[src/rtl/fifo_level_if.sv]
// Handshake/status bundle between a producer/consumer and the fifo_level buffer.
interface fifo_level_if #(
    parameter int unsigned B = 8,
    parameter int unsigned W = 4
);
    logic         wr;
    logic         rd;
    logic [B-1:0] w_data;
    logic         flush;
    logic         clr_err;
    logic [B-1:0] r_data;
    logic [W:0]   count;
    logic         full;
    logic         empty;
    logic         almost_full;
    logic         almost_empty;
    logic         overflow;
    logic         underflow;

    // Side that pushes/pops and watches the status flags
    modport master (
        output wr, rd, w_data, flush, clr_err,
        input  r_data, count, full, empty, almost_full, almost_empty, overflow, underflow
    );

    // The FIFO itself
    modport slave (
        input  wr, rd, w_data, flush, clr_err,
        output r_data, count, full, empty, almost_full, almost_empty, overflow, underflow
    );
endinterface

[src/rtl/fifo_level.sv]
// Synchronous show-ahead FIFO with occupancy count, almost-full/empty thresholds,
// synchronous flush and sticky overflow/underflow flags. All status is registered.
module fifo_level #(
    parameter int unsigned B        = 8,
    parameter int unsigned W        = 4,
    parameter int unsigned AF_LEVEL = (1 << W) - 1,
    parameter int unsigned AE_LEVEL = 1
) (
    input logic        clk,
    input logic        reset,
    fifo_level_if.slave bus
);
    localparam int unsigned D      = 1 << W;
    localparam logic [W:0]  DCnt   = (W + 1)'(D);
    localparam logic [W:0]  AfCnt  = (W + 1)'(AF_LEVEL);
    localparam logic [W:0]  AeCnt  = (W + 1)'(AE_LEVEL);
    localparam logic [W:0]  CntOne = (W + 1)'(1);
    localparam logic [W-1:0] PtrOne = W'(1);

    logic [B-1:0] mem [D];

    logic [W-1:0] w_ptr_q, w_ptr_d;
    logic [W-1:0] r_ptr_q, r_ptr_d;
    logic [W:0]   count_q, count_d;
    logic         full_q, full_d;
    logic         empty_q, empty_d;
    logic         af_q, af_d;
    logic         ae_q, ae_d;
    logic         ovf_q, ovf_d;
    logic         udf_q, udf_d;
    logic         wr_ok, rd_ok;

    // Accept decisions and next state, all from pre-edge registered state
    always_comb begin
        // A pop in the same cycle frees the slot, so a write to a full FIFO still lands
        wr_ok   = bus.wr && (!full_q || bus.rd);
        rd_ok   = bus.rd && !empty_q;
        w_ptr_d = w_ptr_q;
        r_ptr_d = r_ptr_q;
        count_d = count_q;
        if (bus.flush) begin
            w_ptr_d = '0;
            r_ptr_d = '0;
            count_d = '0;
        end else begin
            if (wr_ok) w_ptr_d = w_ptr_q + PtrOne;
            if (rd_ok) r_ptr_d = r_ptr_q + PtrOne;
            if (wr_ok && !rd_ok) begin
                count_d = count_q + CntOne;
            end else if (!wr_ok && rd_ok) begin
                count_d = count_q - CntOne;
            end
        end
        full_d  = (count_d == DCnt);
        empty_d = (count_d == '0);
        af_d    = (count_d >= AfCnt);
        ae_d    = (count_d <= AeCnt);
        // Setting wins over clearing; flush suppresses both error sources
        ovf_d = (bus.wr && full_q && !bus.rd && !bus.flush) || (ovf_q && !bus.clr_err);
        udf_d = (bus.rd && empty_q && !bus.flush) || (udf_q && !bus.clr_err);
    end

    // Pointer, count, flag and error registers
    always_ff @(posedge clk or posedge reset) begin
        if (reset) begin
            w_ptr_q <= '0;
            r_ptr_q <= '0;
            count_q <= '0;
            full_q  <= 1'b0;
            empty_q <= 1'b1;
            af_q    <= 1'b0;
            ae_q    <= 1'b1;
            ovf_q   <= 1'b0;
            udf_q   <= 1'b0;
        end else begin
            w_ptr_q <= w_ptr_d;
            r_ptr_q <= r_ptr_d;
            count_q <= count_d;
            full_q  <= full_d;
            empty_q <= empty_d;
            af_q    <= af_d;
            ae_q    <= ae_d;
            ovf_q   <= ovf_d;
            udf_q   <= udf_d;
        end
    end

    // Storage array, deliberately not reset
    always_ff @(posedge clk) begin
        if (wr_ok && !bus.flush) mem[w_ptr_q] <= bus.w_data;
    end

    assign bus.r_data       = mem[r_ptr_q];
    assign bus.count        = count_q;
    assign bus.full         = full_q;
    assign bus.empty        = empty_q;
    assign bus.almost_full  = af_q;
    assign bus.almost_empty = ae_q;
    assign bus.overflow     = ovf_q;
    assign bus.underflow    = udf_q;
endmodule

[src/flat_wrapper.sv]
// flat-port wrapper written by rule: the top's interface ports become plain ports
module fifo_level_flat 
#(
    parameter int unsigned B        = 8,
    parameter int unsigned W        = 4,
    parameter int unsigned AF_LEVEL = (1 << W) - 1,
    parameter int unsigned AE_LEVEL = 1
)
  (clk, reset, bus_wr, bus_rd, bus_w_data, bus_flush, bus_clr_err, bus_r_data, bus_count, bus_full, bus_empty, bus_almost_full, bus_almost_empty, bus_overflow, bus_underflow);
  fifo_level_if #(.B(B), .W(W)) bus_i ();
  input logic clk;
  input logic reset;
  input wire logic [$bits(bus_i.wr)-1:0] bus_wr;
  input wire logic [$bits(bus_i.rd)-1:0] bus_rd;
  input wire logic [$bits(bus_i.w_data)-1:0] bus_w_data;
  input wire logic [$bits(bus_i.flush)-1:0] bus_flush;
  input wire logic [$bits(bus_i.clr_err)-1:0] bus_clr_err;
  output wire logic [$bits(bus_i.r_data)-1:0] bus_r_data;
  output wire logic [$bits(bus_i.count)-1:0] bus_count;
  output wire logic [$bits(bus_i.full)-1:0] bus_full;
  output wire logic [$bits(bus_i.empty)-1:0] bus_empty;
  output wire logic [$bits(bus_i.almost_full)-1:0] bus_almost_full;
  output wire logic [$bits(bus_i.almost_empty)-1:0] bus_almost_empty;
  output wire logic [$bits(bus_i.overflow)-1:0] bus_overflow;
  output wire logic [$bits(bus_i.underflow)-1:0] bus_underflow;
  assign bus_i.wr = bus_wr;
  assign bus_i.rd = bus_rd;
  assign bus_i.w_data = bus_w_data;
  assign bus_i.flush = bus_flush;
  assign bus_i.clr_err = bus_clr_err;
  assign bus_r_data = bus_i.r_data;
  assign bus_count = bus_i.count;
  assign bus_full = bus_i.full;
  assign bus_empty = bus_i.empty;
  assign bus_almost_full = bus_i.almost_full;
  assign bus_almost_empty = bus_i.almost_empty;
  assign bus_overflow = bus_i.overflow;
  assign bus_underflow = bus_i.underflow;
  fifo_level #(.B(B), .W(W), .AF_LEVEL(AF_LEVEL), .AE_LEVEL(AE_LEVEL)) u_core (.clk(clk), .reset(reset), .bus(bus_i));
endmodule
[config.mk]
export PLATFORM = sky130hd
export DESIGN_NAME = fifo_level_flat
export DESIGN_NICKNAME = d
export VERILOG_FILES = /design/src/rtl/fifo_level_if.sv /design/src/rtl/fifo_level.sv /design/src/flat_wrapper.sv
export SDC_FILE = /design/constraint.sdc
export NUM_CORES = 1
export LEC_CHECK = 0
export CAP_MARGIN = 20
export CORE_MARGIN = 8
export CORE_UTILIZATION = 64
export CTS_BUF_LIST = sky130_fd_sc_hd__clkbuf_16
export DETAILED_ROUTE_END_ITERATION = 8
export PLACE_DENSITY = 0.91
export SLEW_MARGIN = 20
export SYNTH_ARGS = -nofsm -noshare
export SYNTH_HDL_FRONTEND = slang
export SYNTH_SLANG_ARGS = --single-unit
export TNS_END_PERCENT = 100
[constraint.sdc]
create_clock -name clk -period 6.3 [get_ports clk]
set_input_delay 0.63 -clock clk [delete_from_list [all_inputs] [get_ports clk]]
set_output_delay 0.63 -clock clk [all_outputs]
set_load 0.05 [all_outputs]
# Word level (Yosys, flattened, before mapping)
# Memory sizes are Yosys's and may differ from the RTL's.
# Index checks and enable logic that the tools add are counted.
word_totals:
  latchBits: 0
  rom_bits: 0
  reg_bits: 19
  n_memories: 1
  output_inout_bits: 19
  ram_bits: 128
  inputBits: 14
memory_table:
  columns: ["memory", "words", "width", "rd", "rd_ports_with_merged_regs", "wr", "line_no", "source"]
  rows:
  - ["u_core.mem", 16, 8, 1, 0, 1, "fifo_level.sv:20", "logic [B-1:0] mem [D];"]
classes:
  add_sub_neg: 4
  shift: 0
  n_eq_ne: 1
  n_mul: 0
  n_mux: 9
  reduce_logical: 25
  n_bitwise: 0
  magnitude_cmp: 2
  div_mod_pow: 0
op_table:
  columns: ["op", "n"]
  rows:
  - ["4-bit two-way mux", 4]
  - ["5-bit two-way mux", 3]
  - ["1-bit logical AND", 12]
  - ["4-bit by 1-bit adder with 4-bit output, second input constant", 2]
  - ["1-bit zero test", 7]
  - ["5-bit by 1-bit adder with 5-bit output, second input constant", 1]
  - ["5-bit == test, second input constant", 1]
  - ["5-bit by 4-bit greater-or-equal comparator with 1-bit output, second input constant", 1]
  - ["5-bit by 1-bit <= comparator with 1-bit output, second input constant", 1]
  - ["5-bit zero test", 1]
  - ["5-bit by 1-bit subtractor with 5-bit output, second input constant", 1]
  - ["2-bit nonzero test", 2]
  - ["1-bit logical OR", 3]
  - ["1-bit two-way mux", 2]

# Depth between registers and ports, before layout
depth:
  word_depth: 9
  depth_mapped: 8

# Worst setup path after synthesis
# OpenSTA, ideal clock, no wires.
synth_path:
  path_type: "register to output"
  start: "register u_core.r_ptr_q[1]"
  end: "output port bus_r_data[7]"
  t_arrival_ns: 1.805
  path_stages_with_launch: 5
  slack_ns: 3.865
  path_buffers: 2
  path_cell_list: "dfrtp_1 > clkbuf_1 > clkbuf_1 > mux4_2 > mux4_2"
synth_via:
  elab_chain_len: 1
synth_lines:
  columns: ["item", "line_no", "source"]
  rows:
  - ["from (decl)", "fifo_level.sv:23", "logic [W-1:0] r_ptr_q, r_ptr_d;"]
  - ["from (signal assigned)", "fifo_level.sv:77", "r_ptr_q <= r_ptr_d;"]
  - ["memory read 16 x 8 bit", null, null]
  - ["to (decl)", "flat_wrapper.sv:18", "output wire logic [$bits(bus_i.r_data)-1:0] bus_r_data;"]
# Every way passes these cells.

# Worst setup path after layout
layout_path:
  start: "register u_core.r_ptr_q[0]"
  end: "output port bus_r_data[7]"
# Same word-level chain as after synthesis.

==> impl_metrics.json <==
{
  "n_antenna_cell": 0,
  "clk_pin_slew_ns": 0.06,
  "clock_skew_ns": 0.01130,
  "synth_top_area_share_pct": 63.51,
  "drive_gt1_share_pct": 14.01,
  "cts_buffers": 17,
  "drc": 0,
  "num_io_pins": 33,
  "yosysUniqueCellTypes": 36,
  "hp-start": "u_core.bus.overflow",
  "yosysWarnings": 0,
  "cts_root_buf": "clkbuf_16",
  "final_hold_viol_count": 0,
  "track_usage_pct": 22.24,
  "drt_iter0_drc": 298,
  "dieHeight_um": 113.2,
  "synth.most_common_cell": "edfxtp_1",
  "final_max_slew_viol_count": 0,
  "synth-async-reset-ratio_pct": 12.93,
  "power_mw": 2.625,
  "cts_resized": 0,
  "max-vdd-ir-drop_uv": 195.1,
  "dp_hpwl_mm": 7.732,
  "ys.flop_type": "edfxtp_1",
  "nNetsFinal": 372,
  "p_leak_nw": 2.433,
  "rr_startpoint": "u_core.bus.full",
  "worst_slack_ns": 2.321,
  "status": "finished clean",
  "syn-num-nets": 333,
  "fill_cells": 479,
  "period_minus_slack_ns": 3.979,
  "overflow": 0,
  "yosysTopAreaCell": "edfxtp_1",
  "fin_tns_setup_ns": 0,
  "io_buffers": 32,
  "tightest_slew_ns": 1.112,
  "rsz0062_at_grt": "no",
  "dieArea_sq_um": 12820,
  "drv_cap": 0,
  "syn_area_sq_um": 6052,
  "clk_path_buf_depth": 2,
  "placementRows": 35,
  "hold_depth": 2,
  "ys_seq_area_share_pct": 71.41,
  "avgSynthCellArea_sq_um": 19.40,
  "fin_hold_ws_ns": 0.5349,
  "r2r_cells": 4,
  "pre_cts_slack_ns": 2.740,
  "vias": 3159,
  "design.core.area_sq_um": 9196,
  "fin_crit_sh_pct": 63.17,
  "drt_wl_total_mm": 13.39,
  "min_path_type": "flop to flop",
  "detail_route.vias_per_cell": 6.651,
  "drt-pass1-iter-count": 5,
  "wire_per_inst_um": 28.20,
  "syn_to_final_growth_pct": 17.35,
  "ys_ff_latch": 147,
  "die_w_um": 113.2,
  "reg2reg_to": "u_core.mem[10][4]",
  "reg2reg_slack_ns": 3.77,
  "synth_edf_count": 128,
  "fmax_mhz": 251.3,
  "post-cts-setup-buffers": 0,
  "min_delay_worst_endpoint": "u_core.bus.overflow",
  "netlist_top_cells_area": "edfxtp_1 (64%), mux4_1 (13%), dfrtp_1 (7.0%), mux4_2 (3.7%), nor2_1 (1.6%)",
  "crit_type": "flop to primary output",
  "grt_pass1_vias": 3253,
  "required_ns": 5.67,
  "arrival_ns": 3.35,
  "antenna_found_initial": 0,
  "hold_buffers": 0,
  "clk_latency_ns": 0.41,
  "maxSlewHeadroom_pct": 25.60,
  "cts.sinks": 147,
  "endpoint_kind": "primary output",
  "gp_congestion": 0.8142,
  "synth_common_cells": "edfxtp_1 (128), mux4_1 (30), nor2_1 (25)",
  "initial_core_util_pct": 65.81,
  "grt_pass1_wl_mm": 20.11,
  "crit_fanout": 12,
  "cts_max_level": 4,
  "crit_path_start_kind": "flop",
  "setup_viol": 0,
  "synthCells": 312,
  "final_util_pct": 77.22,
  "cts_tree": "yes",
  "pwr_density_cell_nw_per_um2": 369.6,
  "grt_max_degree": 25,
  "ant_nets": 0
}
-- sequential cells by signal, indices dropped and copies added, names as in the netlist --
name and cells:
u_core.bus.empty 1, u_core.mem 128, u_core.bus.count 5, u_core.bus.underflow 1
u_core.bus.almost_full 1, u_core.w_ptr_q 4, u_core.bus.full 1, u_core.bus.overflow 1
u_core.bus.almost_empty 1, u_core.r_ptr_q 4
-- worst max path at each step --
stage / slack (ns) / depth (start not counted) / to / startpoint
global route: 2.23 / 4 / bus_r_data[7] / u_core.r_ptr_q[0]
CTS: 2.28 / 4 / bus_r_data[7] / u_core.r_ptr_q[0]
detailed placement: 2.74 / 4 / bus_r_data[7] / u_core.r_ptr_q[0]
finish: 2.32 / 4 / bus_r_data[7] / u_core.r_ptr_q[0]
global placement: 2.39 / 4 / bus_r_data[7] / u_core.r_ptr_q[0]
floorplan: 3.86 / 4 / bus_r_data[7] / u_core.r_ptr_q[1]
-- critical path, cell delays in order (launching register included) --
cell             delay [ns]
dfrtp_1                0.79
buf_4                  0.35
mux4_1                 0.58
mux4_2                 0.49
clkdlybuf4s50_1        0.71
-- power by group --
part | internal (mW) | switching [mW] | total [mW]
Sequential | 1.09 | 0.0409 | 1.13
Combinational | 0.195 | 0.252 | 0.448
Clock | 0.659 | 0.385 | 1.04
-- stage by stage --
stage	cell area, sq um	instances
CTS	7097	475
detailed placement	6484	443
finish	7102	475
floorplan	6052	312
global route	7102	475
global placement	6436	442
-- kinds of logic after synthesis --
family / share of synthesized area, %
AOI/OAI and AO/OA: 1.943
xor gates and xnor gates: 1.158
adders and majority gates: 1.447
buffers and inverters: 2.109
DFF: 71.41
muxes: 16.91
and+or+nand+nor: 5.024
-- layer usage --
metal | track usage (%) | wire length [um]
met5 | 0 | 0
met4 | 9.680 | 310
met3 | 6.709 | 1083
met2 | 35.28 | 6810
met1 | 27.95 | 5189
-- placed cells by master, fill, tap and decap left out, types with 3 or more instances in the layout --
master / instances
nand2b_1: 5
nor2_1: 23
o21ai_0: 3
xnor2_1: 4
nor2_2: 3
nand2_1: 13
edfxtp_1: 128
ha_1: 7
nor3_1: 3
dfrtp_1: 17
mux4_1: 30
bufinv_16: 4
a21oi_1: 6
clkdlybuf4s50_1: 32
nand3_1: 6
nor3_2: 4
mux4_2: 10
inv_1: 11
clkinv_1: 3
clkbuf_16: 17
xor2_1: 4
-- area by class of cell --
type                    count  area [sq um]  share of cell area (%)
multi-input cells         140          1628                   22.92
repair buffers             35         362.8                   5.109
clock inverters            15         187.7                   2.643
well taps                 111         138.9                   1.956
flip-flops and latches    147          4322                   60.85
clock buffers              17         425.4                   5.990
inverters                  10         37.54                  0.5285
Power figures use the tool's default switching activity.
